### config.mk
export PLATFORM = sky130hd
export DESIGN_NAME = cpu10_ex_mem_wb_pipe
export DESIGN_NICKNAME = d
export VERILOG_FILES = /design/src/rtl/cpu10_ex_mem_wb_pipe.sv
export SDC_FILE = /design/constraint.sdc
export NUM_CORES = 1
export LEC_CHECK = 0
export BUFFER_PORTS_ARGS = -buffer_cell sky130_fd_sc_hd__buf_4
export CELL_PAD_IN_SITES_DETAIL_PLACEMENT = 0
export CELL_PAD_IN_SITES_GLOBAL_PLACEMENT = 1
export CORE_AREA = 2 2 105 107
export DETAILED_ROUTE_END_ITERATION = 8
export DIE_AREA = 0 0 107 109
export HOLD_SLACK_MARGIN = 0.02
export PLACE_DENSITY = 0.82
export SYNTH_ARGS = -nofsm -noshare
export SYNTH_HDL_FRONTEND = slang
export SYNTH_SLANG_ARGS = --single-unit
### constraint.sdc
create_clock -name clk -period 2.41 [get_ports clk]
set_input_delay 0 -clock clk [delete_from_list [all_inputs] [get_ports clk]]
set_output_delay 0 -clock clk [all_outputs]
set_load 0.01 [all_outputs]
### src/rtl/cpu10_ex_mem_wb_pipe.sv
`default_nettype none
// ============================================================================
//  Module   : cpu10_ex_mem_wb_pipe
//  Brief    : Execute/memory/write-back half of the 10-bit CPU pipeline,
//             with optional WB->EM bypass (macro FORWARDING_EN) and the
//             sticky halt flag.
//  Revision : 1.0  initial release
// ============================================================================
module cpu10_ex_mem_wb_pipe (
    input  logic       clk,
    input  logic       rst,
    input  logic [9:0] fd_op_a,
    input  logic [9:0] fd_op_b,
    input  logic [2:0] fd_alu_ctrl,
    input  logic       fd_reg_we,
    input  logic       fd_mem_we,
    input  logic       fd_mem_re,
    input  logic [9:0] fd_store_data,
    input  logic [2:0] fd_src_a,
    input  logic [2:0] fd_src_b,
    input  logic       fd_b_is_reg,
    input  logic [9:0] mem_rdata,
    output logic [9:0] mem_addr,
    output logic [9:0] mem_wdata,
    output logic       mem_we,
    output logic       wb_we,
    output logic [2:0] wb_dest,
    output logic [9:0] wb_wdata,
    output logic       halted
);

    localparam logic [2:0] ALU_ADD  = 3'b000;
    localparam logic [2:0] ALU_SUB  = 3'b001;
    localparam logic [2:0] ALU_SLT  = 3'b010;
    localparam logic [2:0] ALU_NAND = 3'b011;
    localparam logic [2:0] ALU_SLR  = 3'b100;
    localparam logic [2:0] ALU_SLL  = 3'b101;
    localparam logic [2:0] ALU_HALT = 3'b110;

    logic [9:0] em_op_a_q, em_op_a_d, em_op_b_q, em_op_b_d;
    logic [2:0] em_alu_ctrl_q, em_alu_ctrl_d;
    logic       em_reg_we_q, em_reg_we_d, em_mem_we_q, em_mem_we_d;
    logic       em_mem_re_q, em_mem_re_d, em_b_is_reg_q, em_b_is_reg_d;
    logic [9:0] em_store_q, em_store_d;
    logic [2:0] em_src_a_q, em_src_a_d, em_src_b_q, em_src_b_d;

    logic [9:0] wb_alu_q, wb_alu_d, wb_rdata_q, wb_rdata_d;
    logic       wb_reg_we_q, wb_reg_we_d, wb_mem_re_q, wb_mem_re_d;
    logic [2:0] wb_dest_q, wb_dest_d;
    logic       halted_q, halted_d;

    logic [9:0] alu_a, alu_b, store_val, alu_res, wb_wdata_w;
    logic [3:0] shamt;
    logic       alu_halt;

    assign wb_wdata_w = wb_mem_re_q ? wb_rdata_q : wb_alu_q;

    // Operand selection: latched values, optionally bypassed from WB.
    always_comb begin
        alu_a     = em_op_a_q;
        alu_b     = em_op_b_q;
        store_val = em_store_q;
`ifdef FORWARDING_EN
        if (wb_reg_we_q && (wb_dest_q == em_src_a_q))
            alu_a = wb_wdata_w;
        if (wb_reg_we_q && (wb_dest_q == em_src_b_q) && em_b_is_reg_q)
            alu_b = wb_wdata_w;
        if (wb_reg_we_q && (wb_dest_q == em_src_b_q))
            store_val = wb_wdata_w;
`endif
    end

`ifndef FORWARDING_EN
    logic unused_fwd_fields;
    assign unused_fwd_fields = ^{em_src_a_q, em_b_is_reg_q};
`endif

    always_comb begin
        alu_res  = '0;
        alu_halt = 1'b0;
        shamt    = alu_b[3:0];
        case (em_alu_ctrl_q)
            ALU_ADD:  alu_res = alu_a + alu_b;
            ALU_SUB:  alu_res = alu_a - alu_b;
            ALU_SLT:  alu_res = {9'd0, ($signed(alu_a) < $signed(alu_b))};
            ALU_NAND: alu_res = ~(alu_a & alu_b);
            ALU_SLR:  alu_res = (shamt >= 4'd10) ? 10'd0 : (alu_a >> shamt);
            ALU_SLL:  alu_res = (shamt >= 4'd10) ? 10'd0 : (alu_a << shamt);
            ALU_HALT: alu_halt = 1'b1;
            default:  alu_res = '0;
        endcase
    end

    // A HALT in EM already blocks the instruction behind it from entering.
    always_comb begin
        em_op_a_d     = fd_op_a;
        em_op_b_d     = fd_op_b;
        em_alu_ctrl_d = fd_alu_ctrl;
        em_reg_we_d   = fd_reg_we;
        em_mem_we_d   = fd_mem_we;
        em_mem_re_d   = fd_mem_re;
        em_store_d    = fd_store_data;
        em_src_a_d    = fd_src_a;
        em_src_b_d    = fd_src_b;
        em_b_is_reg_d = fd_b_is_reg;
        if (halted_q || alu_halt) begin
            em_op_a_d     = '0;
            em_op_b_d     = '0;
            em_alu_ctrl_d = '0;
            em_reg_we_d   = 1'b0;
            em_mem_we_d   = 1'b0;
            em_mem_re_d   = 1'b0;
            em_store_d    = '0;
            em_src_a_d    = '0;
            em_src_b_d    = '0;
            em_b_is_reg_d = 1'b0;
        end
        wb_alu_d    = alu_res;
        wb_rdata_d  = mem_rdata;
        wb_reg_we_d = em_reg_we_q;
        wb_mem_re_d = em_mem_re_q;
        wb_dest_d   = em_src_b_q;
        halted_d    = halted_q | alu_halt;
    end

    always_ff @(posedge clk) begin
        if (!rst) begin
            em_op_a_q     <= '0;
            em_op_b_q     <= '0;
            em_alu_ctrl_q <= '0;
            em_reg_we_q   <= 1'b0;
            em_mem_we_q   <= 1'b0;
            em_mem_re_q   <= 1'b0;
            em_store_q    <= '0;
            em_src_a_q    <= '0;
            em_src_b_q    <= '0;
            em_b_is_reg_q <= 1'b0;
            wb_alu_q      <= '0;
            wb_rdata_q    <= '0;
            wb_reg_we_q   <= 1'b0;
            wb_mem_re_q   <= 1'b0;
            wb_dest_q     <= '0;
            halted_q      <= 1'b0;
        end else begin
            em_op_a_q     <= em_op_a_d;
            em_op_b_q     <= em_op_b_d;
            em_alu_ctrl_q <= em_alu_ctrl_d;
            em_reg_we_q   <= em_reg_we_d;
            em_mem_we_q   <= em_mem_we_d;
            em_mem_re_q   <= em_mem_re_d;
            em_store_q    <= em_store_d;
            em_src_a_q    <= em_src_a_d;
            em_src_b_q    <= em_src_b_d;
            em_b_is_reg_q <= em_b_is_reg_d;
            wb_alu_q      <= wb_alu_d;
            wb_rdata_q    <= wb_rdata_d;
            wb_reg_we_q   <= wb_reg_we_d;
            wb_mem_re_q   <= wb_mem_re_d;
            wb_dest_q     <= wb_dest_d;
            halted_q      <= halted_d;
        end
    end

    assign mem_addr  = alu_res;
    assign mem_we    = em_mem_we_q;
    assign mem_wdata = em_mem_we_q ? store_val : 10'd0;
    assign wb_we     = wb_reg_we_q;
    assign wb_dest   = wb_dest_q;
    assign wb_wdata  = wb_wdata_w;
    assign halted    = halted_q;

endmodule
`default_nettype wire

==> results of run 1 <==
[cells by family after synthesis]
group | share of synthesized area [%]
flip-flops | 34.2
buffers and inverters | 4.99
adder cells (fa/ha/maj) | 7.95
AND/OR/NAND/NOR | 22.4
multiplexers | 14.1
XOR/XNOR | 2.07
AO/OA/AOI/OAI | 14.3
[where the power goes]
group / leakage (nW) / internal [mW] / switching, mW
logic: 2.01 / 0.521 / 0.419
clock network: 0.0848 / 0.391 / 0.491
registers: 0.544 / 1.15 / 0.0627
[path summary, 6_finish.rpt]
path	cells after the start	end	slack [ns]
setup reg to reg	12	wb_alu_q[8]$_SDFF_PN0_	0.03
setup / recovery	8	mem_addr[9]	-0.14
hold / removal	2	wb_alu_q[9]$_SDFF_PN0_	0.14
hold reg to reg	1	wb_dest[1]$_SDFF_PN0_	0.44
[layout make-up]
class / instances / area share, %
Clock inverter: 7 / 1.03
Clock buffer: 9 / 2.13
Inverter: 21 / 1.49
Timing Repair Buffer: 178 / 26.5
Tap cell: 140 / 3.02
Sequential cell: 65 / 22.8
Multi-Input combinational cell: 298 / 43.0
[worst max-delay path: stages, from the launching register on]
cell and delay [ns]:
sky130_fd_sc_hd__dfxtp_4 0.42, sky130_fd_sc_hd__buf_6 0.13, sky130_fd_sc_hd__mux4_2 0.50, sky130_fd_sc_hd__nor2_2 0.09, sky130_fd_sc_hd__nor3_1 0.05, sky130_fd_sc_hd__or4_4 0.44
sky130_fd_sc_hd__a31o_1 0.21, sky130_fd_sc_hd__or2_1 0.23, sky130_fd_sc_hd__buf_6 0.13
[state kept, by name (all words and copies together) (netlist names)]
signal and flops:
alu_a 10, alu_b 10, em_store_q 10, wb_alu_q 10, wb_rdata_q 10, em_alu_ctrl_q 3, em_src_b_q 3, wb_dest 3
em_mem_re_q 1, em_reg_we_q 1, halted 1, mem_we 1, wb_mem_re_q 1, wb_we 1
[layout by cell type, fill, tap and decap left out, types with 10 or more instances in the layout]
| cell | count |
|---|---|
| sky130_fd_sc_hd__mux2_2 | 12 |
| sky130_fd_sc_hd__dlygate4sd3_1 | 49 |
| sky130_fd_sc_hd__buf_4 | 118 |
| sky130_fd_sc_hd__nor2_1 | 24 |
| sky130_fd_sc_hd__and3_1 | 41 |
| sky130_fd_sc_hd__inv_1 | 18 |
| sky130_fd_sc_hd__nand2_1 | 13 |
| sky130_fd_sc_hd__mux2i_1 | 10 |
| sky130_fd_sc_hd__a21oi_1 | 12 |
| sky130_fd_sc_hd__and2_1 | 32 |
| sky130_fd_sc_hd__o21ai_0 | 10 |
| sky130_fd_sc_hd__dfxtp_1 | 54 |
| sky130_fd_sc_hd__ha_1 | 16 |
[through the flow]
stage,power [mW],setup TNS [ns],setup slack (ns),cells,hold slack [ns]
5_1_grt,3.19,-1.03,-0.205,718,0.176
3_3_place_gp,1.98,0,0.0841,638,0.208
6_report,3.03,-0.255,-0.142,718,0.142
4_1_cts,3.01,-0.458,-0.127,714,0.136
2_1_floorplan,1.67,0,0.0382,410,0.127
3_5_place_dp,1.99,0,0.0289,638,0.212
[timing repair]
item | in CTS | in global routing
endpoints found under the setup margin | 11 | 11
resized for setup | 46 | 18
cloned | 1 | 0
pin swaps | 17 | 8
endpoints found under the hold margin | 49 | 0
setup buffers | 12 | 4
hold buffers | 49 | 0
[layer usage]
metal	global-route usage [%]	wire length [µm]	up-vias
li1	-	-	1811
met1	24.6	4970	1775
met2	35.5	6090	119
met3	4.72	698	20
met4	5.94	231	0
met5	0	0	-
==> results, run 1 <==
- The flow ran to the end, but the final reports show violations.
- The final reports fail on negative setup slack.
- The share of the synthesized area in the top cell type is 34.2%.
- The first TritonRoute pass finished after 5 iterations.
- The number of design rule violations left after detail routing is 0.
- The final antenna diode count is 0.
- The final-report max-slew violation count is 0.
- The height of the die is 109 µm.
- Fill cells in the final layout number 950.
- The final design area excluding fillers is 5810 µm².
- The worst reg2reg path startpoint is alu_a[0]$_SDFF_PP0_.
- For this run, the post-layout net count is 651.
- The CTS tree is done.
- The worst setup path is captured at a primary output.
- The critical path startpoint category is a flip-flop.
- The mapped netlist covers 3810 µm².
- At the pin with the least slew margin, the transition time is 0.740 ns.
- Based on the critical path, the design can be clocked at up to 392 MHz.
- Across the whole layout, storage elements account for 1330 µm².
- The number of failing hold endpoints at the final stage was 0.
- The number of I/O pins is 91.
- The startpoint identified for the worst hold timing path is rst.
- The area growth from synthesis to layout is 52.4%.
- The startpoint-to-endpoint class of the critical path is reg -> out.
- The maximum resistive drop on vdd is 0.344 mV.
- After layout, the worst setup slack is -0.142 ns.
- The commonest cells after synthesis are sky130_fd_sc_hd__dfxtp_1 (65), sky130_fd_sc_hd__and3_1 (41), sky130_fd_sc_hd__and2_1 (32).
- The combined global-route utilization of all metal layers is 20.2%.
- The maximum number of pins on one net before global-route repair is 64.
- The post-synthesis average cell area is 9.29 µm².
- Counting flops and latches in the post-synthesis netlist gives 65.
- The number of nets in the synthesized netlist is 488.
- The largest driver fanout on the critical path is 6.
- Measured against its own limit, the worst slew margin works out to 50.7%.
- The DRC violation total after the first TritonRoute iteration is 211.
- Buffers inserted during clock tree synthesis total 9.
- Synthesis produced a netlist whose cell count is 410.
- After synthesis, the cell types taking the most area are sky130_fd_sc_hd__dfxtp_1 (34%), sky130_fd_sc_hd__ha_1 (6.9%), sky130_fd_sc_hd__and3_1 (6.7%), sky130_fd_sc_hd__and2_1 (5.3%), sky130_fd_sc_hd__mux4_1 (4.1%).
- The effective utilization at floorplan is 35.9%.
- Counting every sink on the clock net gives 65.
- After detailed routing, the average wire length per cell comes to 16.7 µm.
- The class of the tightest hold or removal check is in -> reg.
- During placement, the flow inserted port buffers numbering 86.
- The deepest clock path buffer count is 2.
- The synthesized design contains 0 enable-type register cells.
- Dividing total power by cell area gives a power density of 522 nW/µm².
- The core region is 10600 µm².
- The final critical-path required period is 2.55 ns.
- The share of flip-flops with an asynchronous set or reset is 0%.
- The max capacitance violation total is 0.
- Dividing the final minimum period by the clock period gives 106%.
- STA puts the critical path data required time at 2.41 ns.
- The critical path starts at alu_b[0]$_SDFF_PP0_.
- In the final layout, the share of cells above drive strength 1 is 36.5%.
- The cell at the root of the clock tree is sky130_fd_sc_hd__clkbuf_8.
- The wire length of the first global-routing pass is 18.1 mm.
- At the worst endpoint, the arrival time is 2.55 ns.
- The half-perimeter wire length after placement is 8.42 mm.
- The die is 107 µm wide.
- Dividing the detail-routed via count by the number of cells gives 5.19.
- After clock tree synthesis, the clock-pin slew on the worst setup and hold paths is 0.08 ns.
- Yosys instantiated no cell more often than sky130_fd_sc_hd__dfxtp_1.
- The standard-cell row count is 38.
- The instance area after placement is 4750 µm².
- The initial antenna violation count was 0.
- The clock latency reported for the late side of the worst-skew pair is 0.35 ns.
- Setup repair after global routing could not meet its margin everywhere.
- After synthesis, the netlist uses 59 different library cells.
- The routability-driven placement congestion ratio is 0.961.
- The clock arrives with 0.0140 ns of skew.
- The via count of the first global-routing pass is 3559.
- The part of the Yosys area used for sequential elements is 34.2%.
- The H-tree generated during clock tree synthesis spans 3 levels.
- During synthesis, Yosys emitted a total of 0 warnings.
- The via total after detailed routing is 3725.
- The multi-input combinational cells in the finished layout cover a total of 2500 µm².
- The dominant synthesized flop cell is sky130_fd_sc_hd__dfxtp_1.
- Measured on the finished design, the core utilization comes to 54.8%.
- The cell taking the most area after synthesis is sky130_fd_sc_hd__dfxtp_1.
- Setup violations remaining at the end of the flow were counted as 4.
- The post-detailed-route count of antenna-violating nets is 0.
- The die area is 11700 µm².
- The final wirelength is 12.0 mm.
- Summed over all layers, the global routing overflow is 0.
- The leakage dissipation is 2.64 nW.
Note: power is estimated with default switching activity, not from simulation.
==> inputs of run 2 (changes only) <==
==> config.mk (replaced) <==
export PLATFORM = sky130hd
export DESIGN_NAME = cpu10_ex_mem_wb_pipe
export DESIGN_NICKNAME = d
export VERILOG_FILES = /design/src/rtl/cpu10_ex_mem_wb_pipe.sv
export SDC_FILE = /design/constraint.sdc
export NUM_CORES = 1
export LEC_CHECK = 0
export ABC_AREA = 1
export BUFFER_PORTS_ARGS = -buffer_cell sky130_fd_sc_hd__buf_4
export CELL_PAD_IN_SITES_DETAIL_PLACEMENT = 2
export CELL_PAD_IN_SITES_GLOBAL_PLACEMENT = 2
export CORE_AREA = 2 2 129 131
export DETAILED_ROUTE_END_ITERATION = 8
export DIE_AREA = 0 0 131 133
export HOLD_SLACK_MARGIN = 0.02
export PLACE_DENSITY = 0.81
export SYNTH_ARGS = -nofsm -noshare
export SYNTH_HDL_FRONTEND = slang
export SYNTH_SLANG_ARGS = --single-unit
==> run 2 against run 1 <==
The flow still finishes with violations (negative setup slack); sequential share of layout area down 1.5 points; die area increased by 49%; count of clock-buffer cells in the layout rose by 2; clock power rose by 77%; worst setup slack improved by 0.012 ns; register-to-register slack improved by 0.12 ns; global-route usage is 3.6 points higher; area after synthesis rose by 6.9%; critical path type unchanged.
==> results, run 2 <==
- The largest driver fanout on the critical path is 7.
- The least setup slack across all paths after layout is -0.130 ns.
- The final setup violation count is 2.
- The run finished, with violations left.
- The maximum resistive drop on vdd is 0.540 mV.
- The cell count after placement is 928.
- The startpoint-to-endpoint class of the critical path is reg -> out.
- The count of nets left with antenna violations once routing finished came out at 0.
- The dominant synthesized flop cell is sky130_fd_sc_hd__dfxtp_1.
- Summing the areas of all and, or, nand and nor instances in the mapped netlist gives 35.1% of the synthesized area.
- Yosys printed 0 warnings.
- Measured on the finished design, the core utilization comes to 38.0%.
- The checks that failed: negative setup slack.
- Of the total power, the clock network draws 40.4%.
- The critical path startpoint category is a flip-flop.
- The floorplan has 47 rows.
- Of all flip-flops after synthesis, the portion carrying an async set or reset was 0%.
- The routability-driven placement congestion ratio is 0.920.
- The number of I/O pins is 91.
- The mux cell area share after synthesis is 2.76%.
- The iteration count of the initial detailed-routing pass is 4.
- The number of instances on the worst hold path is 4.
- Of the total synthesized cell area, the portion taken by XOR and XNOR cells is 0.215%.
- The number of design rule violations left after detail routing is 0.
- The required time of the critical path is 2.41 ns.
- The number of clock buffers added by TritonCTS is 9.
- The worst pin sits at a relative slew slack of 55.0%.
- The maximum number of pins on one net before global-route repair is 40.
- The worst setup path is captured at a primary output.
- The post-route clock skew is 0.0203 ns.
- Net switching is 31.5% of the power.
- The total number of nets in the final design is 866.
- The analysis attributes to cell leakage a power of 3.30 nW.
- The class of the tightest hold or removal check is in -> reg.
- After synthesis, the cell types taking the most area are sky130_fd_sc_hd__dfxtp_1 (32%), sky130_fd_sc_hd__nand2_1 (15%), sky130_fd_sc_hd__inv_1 (11%), sky130_fd_sc_hd__nor2_1 (7.4%), sky130_fd_sc_hd__nand3_1 (6.9%).
- The number of synthesized register bits is 65.
- The worst hold slack across all endpoints is 0.420 ns.
- The total power density per cell area is 626 nW/µm².
- The DRC violation total after the first TritonRoute iteration is 200.
- The final critical path takes up 105% of the cycle.
- The number of sinks on the clock net is 65.
- The detailed-route vias per instance is 4.90.
- The power share of the sequential group is 31.5%.
- The half-perimeter wire length after placement is 12.4 mm.
- The filler-free cell count of the finished design is 1014.
- The share of post-route cells with drive strength above 1 is 25.3%.
- The number of flops mapped to enable cells by yosys is 0.
- Counting along the longest clock path gives a buffer depth of 2.
- The cell taking the most area after synthesis is sky130_fd_sc_hd__dfxtp_1.
- The combined global-route utilization of all metal layers is 23.8%.
- The post-synthesis average cell area is 6.45 µm².
- The die is 133 µm tall.
- The arrival time at the worst endpoint is 2.54 ns.
- Counting distinct cell types in the post-synthesis netlist gives 37.
- The routed length per instance is 20.8 µm.
- The clock latency reported for the late side of the worst-skew pair is 0.36 ns.
- The final-report max-slew violation count came to 0.
- The synthesis-to-layout area growth is 50.8%.
- For the worst flop-to-flop path, the logic depth is 14.
- The number of failing hold endpoints at the final stage is 0.
- For this block, the routed nets add up to 21.1 mm of wire.
- The part of the Yosys area used for sequential elements is 32.0%.
- The cell area after synthesis is 4070 µm².
- For this design the total switching power over the nets is 1.21 mW.
- Counting I/O delays and the setup requirement, the final critical path takes 2.54 ns.
- Sorting the synthesized cells by how often they occur yields sky130_fd_sc_hd__nand2_1 (161), sky130_fd_sc_hd__inv_1 (120), sky130_fd_sc_hd__nor2_1 (80).
- The combinational family with the most area after synthesis is simple AND/OR/NAND/NOR gates.
- The share of synthesized area in the top cell type comes to 32.0%.
- The synthesized net count is 709.
- The synthesized netlist devotes 7.56% of its cell area to compound gates.
- The cell with the most instances after synthesis is sky130_fd_sc_hd__nand2_1.
- Setup repair after global routing could not meet its margin everywhere.
- The count of buffers added on input and output ports is 86.
- The most common cell after layout, fill and taps aside is sky130_fd_sc_hd__nand2_1.
- Max-cap violations in this run came to 0.
- Summed over all layers, the global routing overflow is 0.
- The maximum operating frequency is 394 MHz.
- The via total after detailed routing is 4968.
- The H-tree level count is 3.
- For the pin with the worst max-slew slack, the measured transition is 0.665 ns.
- The via count of the first global-routing pass came to 5451.
- The cell at the root of the clock tree is sky130_fd_sc_hd__clkbuf_16.
- TritonCTS built the clock tree.
- The number of instances in the synthesized netlist is 631.
- The post-synthesis share of cell area spent on full adders, half adders and majority gates is 7.43%.
- The first global-routing pass estimated 30.9 mm of wire.
- The top cell types in the final layout, fill and taps aside, are sky130_fd_sc_hd__nand2_1 (159), sky130_fd_sc_hd__inv_1 (117), sky130_fd_sc_hd__buf_4 (106).
- The die covers 17400 µm².
- Once the floorplan was initialized, standard cells occupied 25.2% of the core.
- The setup TNS after final layout is -0.183 ns.
- The initial antenna violation count is 1.
- After floorplanning, the core was sized to cover 16200 µm².
- From left edge to right edge, the die measures 131 µm.
- The clock edge transition at the registers on the reported setup and hold paths is 0.06 ns.
- The internal power contribution is 2.63 mW.
- The share of total power dissipated in combinational logic is 28.0%.
[run 2: kinds of logic (layout without fill, tap and decap cells)]
group,count (synthesis),in the layout
AO/OA/AOI/OAI,51,51
adder cells (fa/ha/maj),23,23
multiplexers,10,10
AND/OR/NAND/NOR,331,331
other,0,1
XOR/XNOR,1,1
flip-flops,65,65
buffers and inverters,150,312
[run 2: layout make-up]
class                      instances  area (µm²)
inverter                         130         490
clock inverter                     5         103
tap                              220         275
fill                            1926       10000
clock buffer                      11         243
timing repair buffer             166        1400
antenna                            1        2.50
multi-input combinational        416        2320
sequential                        65        1310
[run 2: per-layer routing]
| layer | wire, µm | track usage (%) | vias up |
|---|---|---|---|
| met1 | 7870 | 26.0 | 2463 |
| met2 | 11100 | 43.4 | 178 |
| met4 | 1260 | 12.4 | 0 |
| met3 | 907 | 3.88 | 84 |
| met5 | 0 | 0 | - |
| li1 | - | - | 2243 |
[run 2: what timing repair did]
| action | 4_1_cts | 5_1_grt |
|---|---|---|
| pin swaps | 0 | 8 |
| hold buffers | 59 | 0 |
| endpoints found under the setup margin | 5 | 9 |
| cloned | 0 | 0 |
| gates resized for setup | 8 | 37 |
| setup buffers | 0 | 10 |
| hold endpoints to repair | 53 | 0 |
[run 2: critical path: stages (launching register included)]
cell,delay (ns)
sky130_fd_sc_hd__dfxtp_1,0.32
sky130_fd_sc_hd__inv_1,0.21
sky130_fd_sc_hd__ha_4,0.28
sky130_fd_sc_hd__buf_4,0.16
sky130_fd_sc_hd__nand2_1,0.20
sky130_fd_sc_hd__nand2_1,0.10
sky130_fd_sc_hd__nand2_1,0.08
sky130_fd_sc_hd__nand2_1,0.08
sky130_fd_sc_hd__nand2_1,0.14
sky130_fd_sc_hd__nand3_1,0.12
sky130_fd_sc_hd__nand2_1,0.13
sky130_fd_sc_hd__nand3_1,0.11
sky130_fd_sc_hd__nand3_2,0.11
sky130_fd_sc_hd__buf_4,0.13
[run 2: power groups by stage]
| stage | clock network (mW) | registers [mW] | logic, mW |
|---|---|---|---|
| 2_1_floorplan | 0 | 1.20 | 0.502 |
| 4_1_cts | 1.55 | 1.20 | 0.926 |
| 5_1_grt | 1.62 | 1.22 | 1.17 |
| 3_3_place_gp | 0 | 1.22 | 0.801 |
| 6_report | 1.56 | 1.21 | 1.08 |
| 3_5_place_dp | 0 | 1.22 | 0.836 |
[run 2: final timing paths]
check,slack (ns),end,startpoint
setup / recovery,-0.13,mem_addr[0],alu_b[3]$_SDFF_PP0_
hold reg to reg,0.44,wb_mem_re_q$_SDFF_PN0_,em_mem_re_q$_SDFF_PP0_
setup reg to reg,0.15,wb_alu_q[0]$_SDFF_PN0_,alu_b[3]$_SDFF_PP0_
hold / removal,0.42,alu_a[1]$_SDFF_PP0_,fd_op_a[1]
[run 2: metrics by stage]
stage,worst slack [ns],power (mW),instance area [µm²]
finish,-0.130,3.85,6140
global route,-0.160,4.01,6140
detailed placement,0.272,2.06,4950
global placement,0.346,2.02,4950
CTS,0.00975,3.68,5910
floorplan,0.514,1.71,4070
==> inputs of run 3 (changes only) <==
==> config.mk (replaced) <==
export PLATFORM = sky130hd
export DESIGN_NAME = cpu10_ex_mem_wb_pipe
export DESIGN_NICKNAME = d
export VERILOG_FILES = /design/src/rtl/cpu10_ex_mem_wb_pipe.sv
export SDC_FILE = /design/constraint.sdc
export NUM_CORES = 1
export LEC_CHECK = 0
export ABC_AREA = 1
export CELL_PAD_IN_SITES_DETAIL_PLACEMENT = 2
export CELL_PAD_IN_SITES_GLOBAL_PLACEMENT = 2
export CORE_AREA = 2 2 120 122
export DETAILED_ROUTE_END_ITERATION = 8
export DIE_AREA = 0 0 122 124
export DONT_BUFFER_PORTS = 1
export HOLD_SLACK_MARGIN = 0.02
export PLACE_DENSITY = 0.8
export SYNTH_ARGS = -nofsm -noshare
export SYNTH_HDL_FRONTEND = slang
export SYNTH_SLANG_ARGS = --single-unit
==> run 3 against run 2 <==
The run now ends clean; global-route usage grew 0.18 points; critical endpoint is now mem_addr[4]; hold slack got worse by 0.33 ns; total power fell by 11%; die area is 13% lower; non-clock buffer count fell by 104; wire length fell by 17%; critical path depth decreased by 4; first-iteration DRC count up 62%; critical path type unchanged; final cell count fell by 14%.
==> results, run 3 (synthesized netlist as in run 2, its figures left out) <==
- The flow ran to the end, and the final reports show no timing, DRC or antenna violations.
- In this run the vertical extent of the chip is 124 µm.
- CTS saw 65 sinks.
- The final-report max-slew violation count is 0.
- The maximum operating frequency is 429 MHz.
- The via count of the first global-routing pass was 4835.
- Detailed routing inserted a total of 4370 vias.
- Entering global routing, the biggest net connects 40 pins.
- The startpoint-to-endpoint class of the critical path is reg -> out.
- At the pin with the least slew margin, the transition time is 0.738 ns.
- The wire length of the first global-routing pass is 27.0 mm.
- TritonCTS built the clock tree.
- The clock latency reported for the late side of the worst-skew pair is 0.35 ns.
- Of the cells placed in the final design, the portion with a size suffix greater than 1 is 13.8%.
- The tool flagged a number of max-cap violations equal to 0.
- The design draws 3.41 mW.
- Summing all multi-input logic gate instances after layout gives 2220 µm².
- The global route total overflow is 0.
- The routed length per instance is 20.3 µm.
- Setup slack closes at 0.0792 ns.
- The worst setup path startpoint is alu_a[2]$_SDFF_PP0_.
- The clock arrives with 0.0101 ns of skew.
- The number of fill cells in the layout is 1651.
- The top cell types in the final layout, fill and taps aside, are sky130_fd_sc_hd__nand2_1 (160), sky130_fd_sc_hd__inv_1 (118), sky130_fd_sc_hd__nor2_1 (79).
- In this run the core area contains 43 standard-cell rows.
- Compared with the post-synthesis result, the final layout area differs by 26.4%.
- Data on the critical path is required at its endpoint by 2.41 ns.
- Counting cells, the worst reg-to-reg path comes to 12.
- The deepest clock path buffer count is 2.
- Counting tap cells, the placed design contains a total of 803 instances.
- The share of the clock period used by the worst path is 96.7%.
- The final setup violation count is 0.
- Data on the critical path arrives at its endpoint at 2.33 ns.
- For this configuration, the core starts out at a cell density of 29.7%.
- The final antenna diode count is 0.
- The initial antenna violation count was 0.
- The number of design rule violations left after detail routing is 0.
- The internal reg-to-reg setup slack is 0.23 ns.
- In this run the power density over the cells is 663 nW/µm².
- The class of the tightest hold or removal check is in -> reg.
- The worst hold slack across all endpoints is 0.0939 ns.
- After layout, the minimum clock period comes to 2.33 ns.
- STA classifies the critical path startpoint as a flip-flop.
- Of all nets on the critical path, the largest fanout is 9.
- The routability-driven placement congestion ratio is 0.880.
- The half-perimeter wire length after placement is 11.6 mm.
- For this block, the initial DRC count from the detailed router was 324.
- The detail route stage leaves a number of antenna-violating nets equal to 0.
- Timing analysis after detailed placement gives a worst setup slack of 0.174 ns.
- In the final design database the tool counted 762 nets.
- Measured against its own limit, the worst slew margin works out to 50.6%.
- The floorplan step defined a die boundary enclosing 15100 µm².
- Counting the buffers created by CTS gives 9.
- The capturing instance or port of the critical path is mem_addr[4].
- The maximum resistive drop on vdd is 0.330 mV.
- The filler-free cell count of the finished design is 869.
- The die is 122 µm wide.
- In this run the critical register-to-register path is launched from alu_a[5]$_SDFF_PP0_.
- The leakage dissipation is 2.78 nW.
- The number of failing hold endpoints at the final stage is 0.
- The setup TNS after final layout is 0 ns.
- The H-tree level count is 3.
- Global routing consumed, over all layers together, 24.0% of the routing resources.
- STA classifies the critical path endpoint as a primary output.
- After detailed routing, the number of vias per cell comes to 5.03.
- The iteration count of the initial detailed-routing pass is 4.
- The core region is 13700 µm².
- During placement, the flow inserted port buffers numbering 0.
- After clock tree synthesis, the clock-pin slew on the worst setup and hold paths is 0.06 ns.
- Clock tree synthesis selected as its root buffer the cell sky130_fd_sc_hd__clkbuf_16.
- The destination of the worst register-to-register timing path is wb_alu_q[0]$_SDFF_PN0_.
- The area taken by flip-flops and latches is 1310 µm².
- The number of I/O pins is 91.
- Leaving out fill and tap cells, the most frequent cell in the layout is sky130_fd_sc_hd__nand2_1.
- The final wirelength is 17.6 mm.
[run 3: critical path, cell delays in order (launching register included)]
cell                       delay [ns]
sky130_fd_sc_hd__dfxtp_1         0.51
sky130_fd_sc_hd__ha_2            0.41
sky130_fd_sc_hd__inv_1           0.17
sky130_fd_sc_hd__nand3_1         0.11
sky130_fd_sc_hd__nand2_2         0.11
sky130_fd_sc_hd__a21oi_1         0.08
sky130_fd_sc_hd__o21ai_1         0.12
sky130_fd_sc_hd__o211ai_1        0.15
sky130_fd_sc_hd__nor2_1          0.20
sky130_fd_sc_hd__inv_1           0.12
[run 3: report_power, final]
part / leakage [nW] / switching (mW) / internal (mW)
combinational: 2.09 / 0.534 / 0.283
clock: 0.153 / 0.548 / 0.833
sequential: 0.541 / 0.0637 / 1.15
total: 2.78 / 1.15 / 2.26
[run 3: cell type report]
type / instances / area share, %
Timing Repair Buffer: 62 / 11.5
Tap cell: 180 / 4.38
Multi-Input combinational cell: 416 / 43.2
Clock buffer: 10 / 4.64
Inverter: 130 / 9.53
Sequential cell: 65 / 25.5
Clock inverter: 6 / 1.29
[run 3: worst min path at each step]
stage	cells after the start	from	endpoint
final	3	rst	em_src_b_q[2]$_SDFF_PP0_
after global placement	2	rst	wb_dest[2]$_SDFF_PN0_
after CTS	3	rst	em_src_b_q[2]$_SDFF_PP0_
after floorplan	2	mem_rdata[0]	wb_rdata_q[0]$_SDFF_PN0_
after global routing	3	rst	em_store_q[6]$_SDFF_PP0_
after detailed placement	2	rst	wb_dest[2]$_SDFF_PN0_
[run 3: stage by stage]
stage / instance area [µm²] / util [%]
after floorplan: 4070 / -
after global placement: 4270 / 31.1
after detailed placement: 4270 / 31.1
after CTS: 5090 / 37.1
after global routing: 5150 / 37.5
final: 5150 / 37.5
[run 3: routing by layer]
| layer | vias up | track usage [%] | routed length, µm |
|---|---|---|---|
| li1 | 2029 | - | - |
| met2 | 121 | 44.0 | 9390 |
| met1 | 2184 | 27.4 | 6960 |
| met3 | 36 | 4.17 | 721 |
| met5 | - | 0 | 0 |
| met4 | 0 | 9.91 | 548 |
[run 3: what timing repair did]
action	4_1_cts	5_1_grt
gates resized for setup	5	21
pin swaps	0	2
hold endpoints to repair	65	0
hold buffers	50	0
endpoints found under the setup margin	6	8
setup buffers	0	0
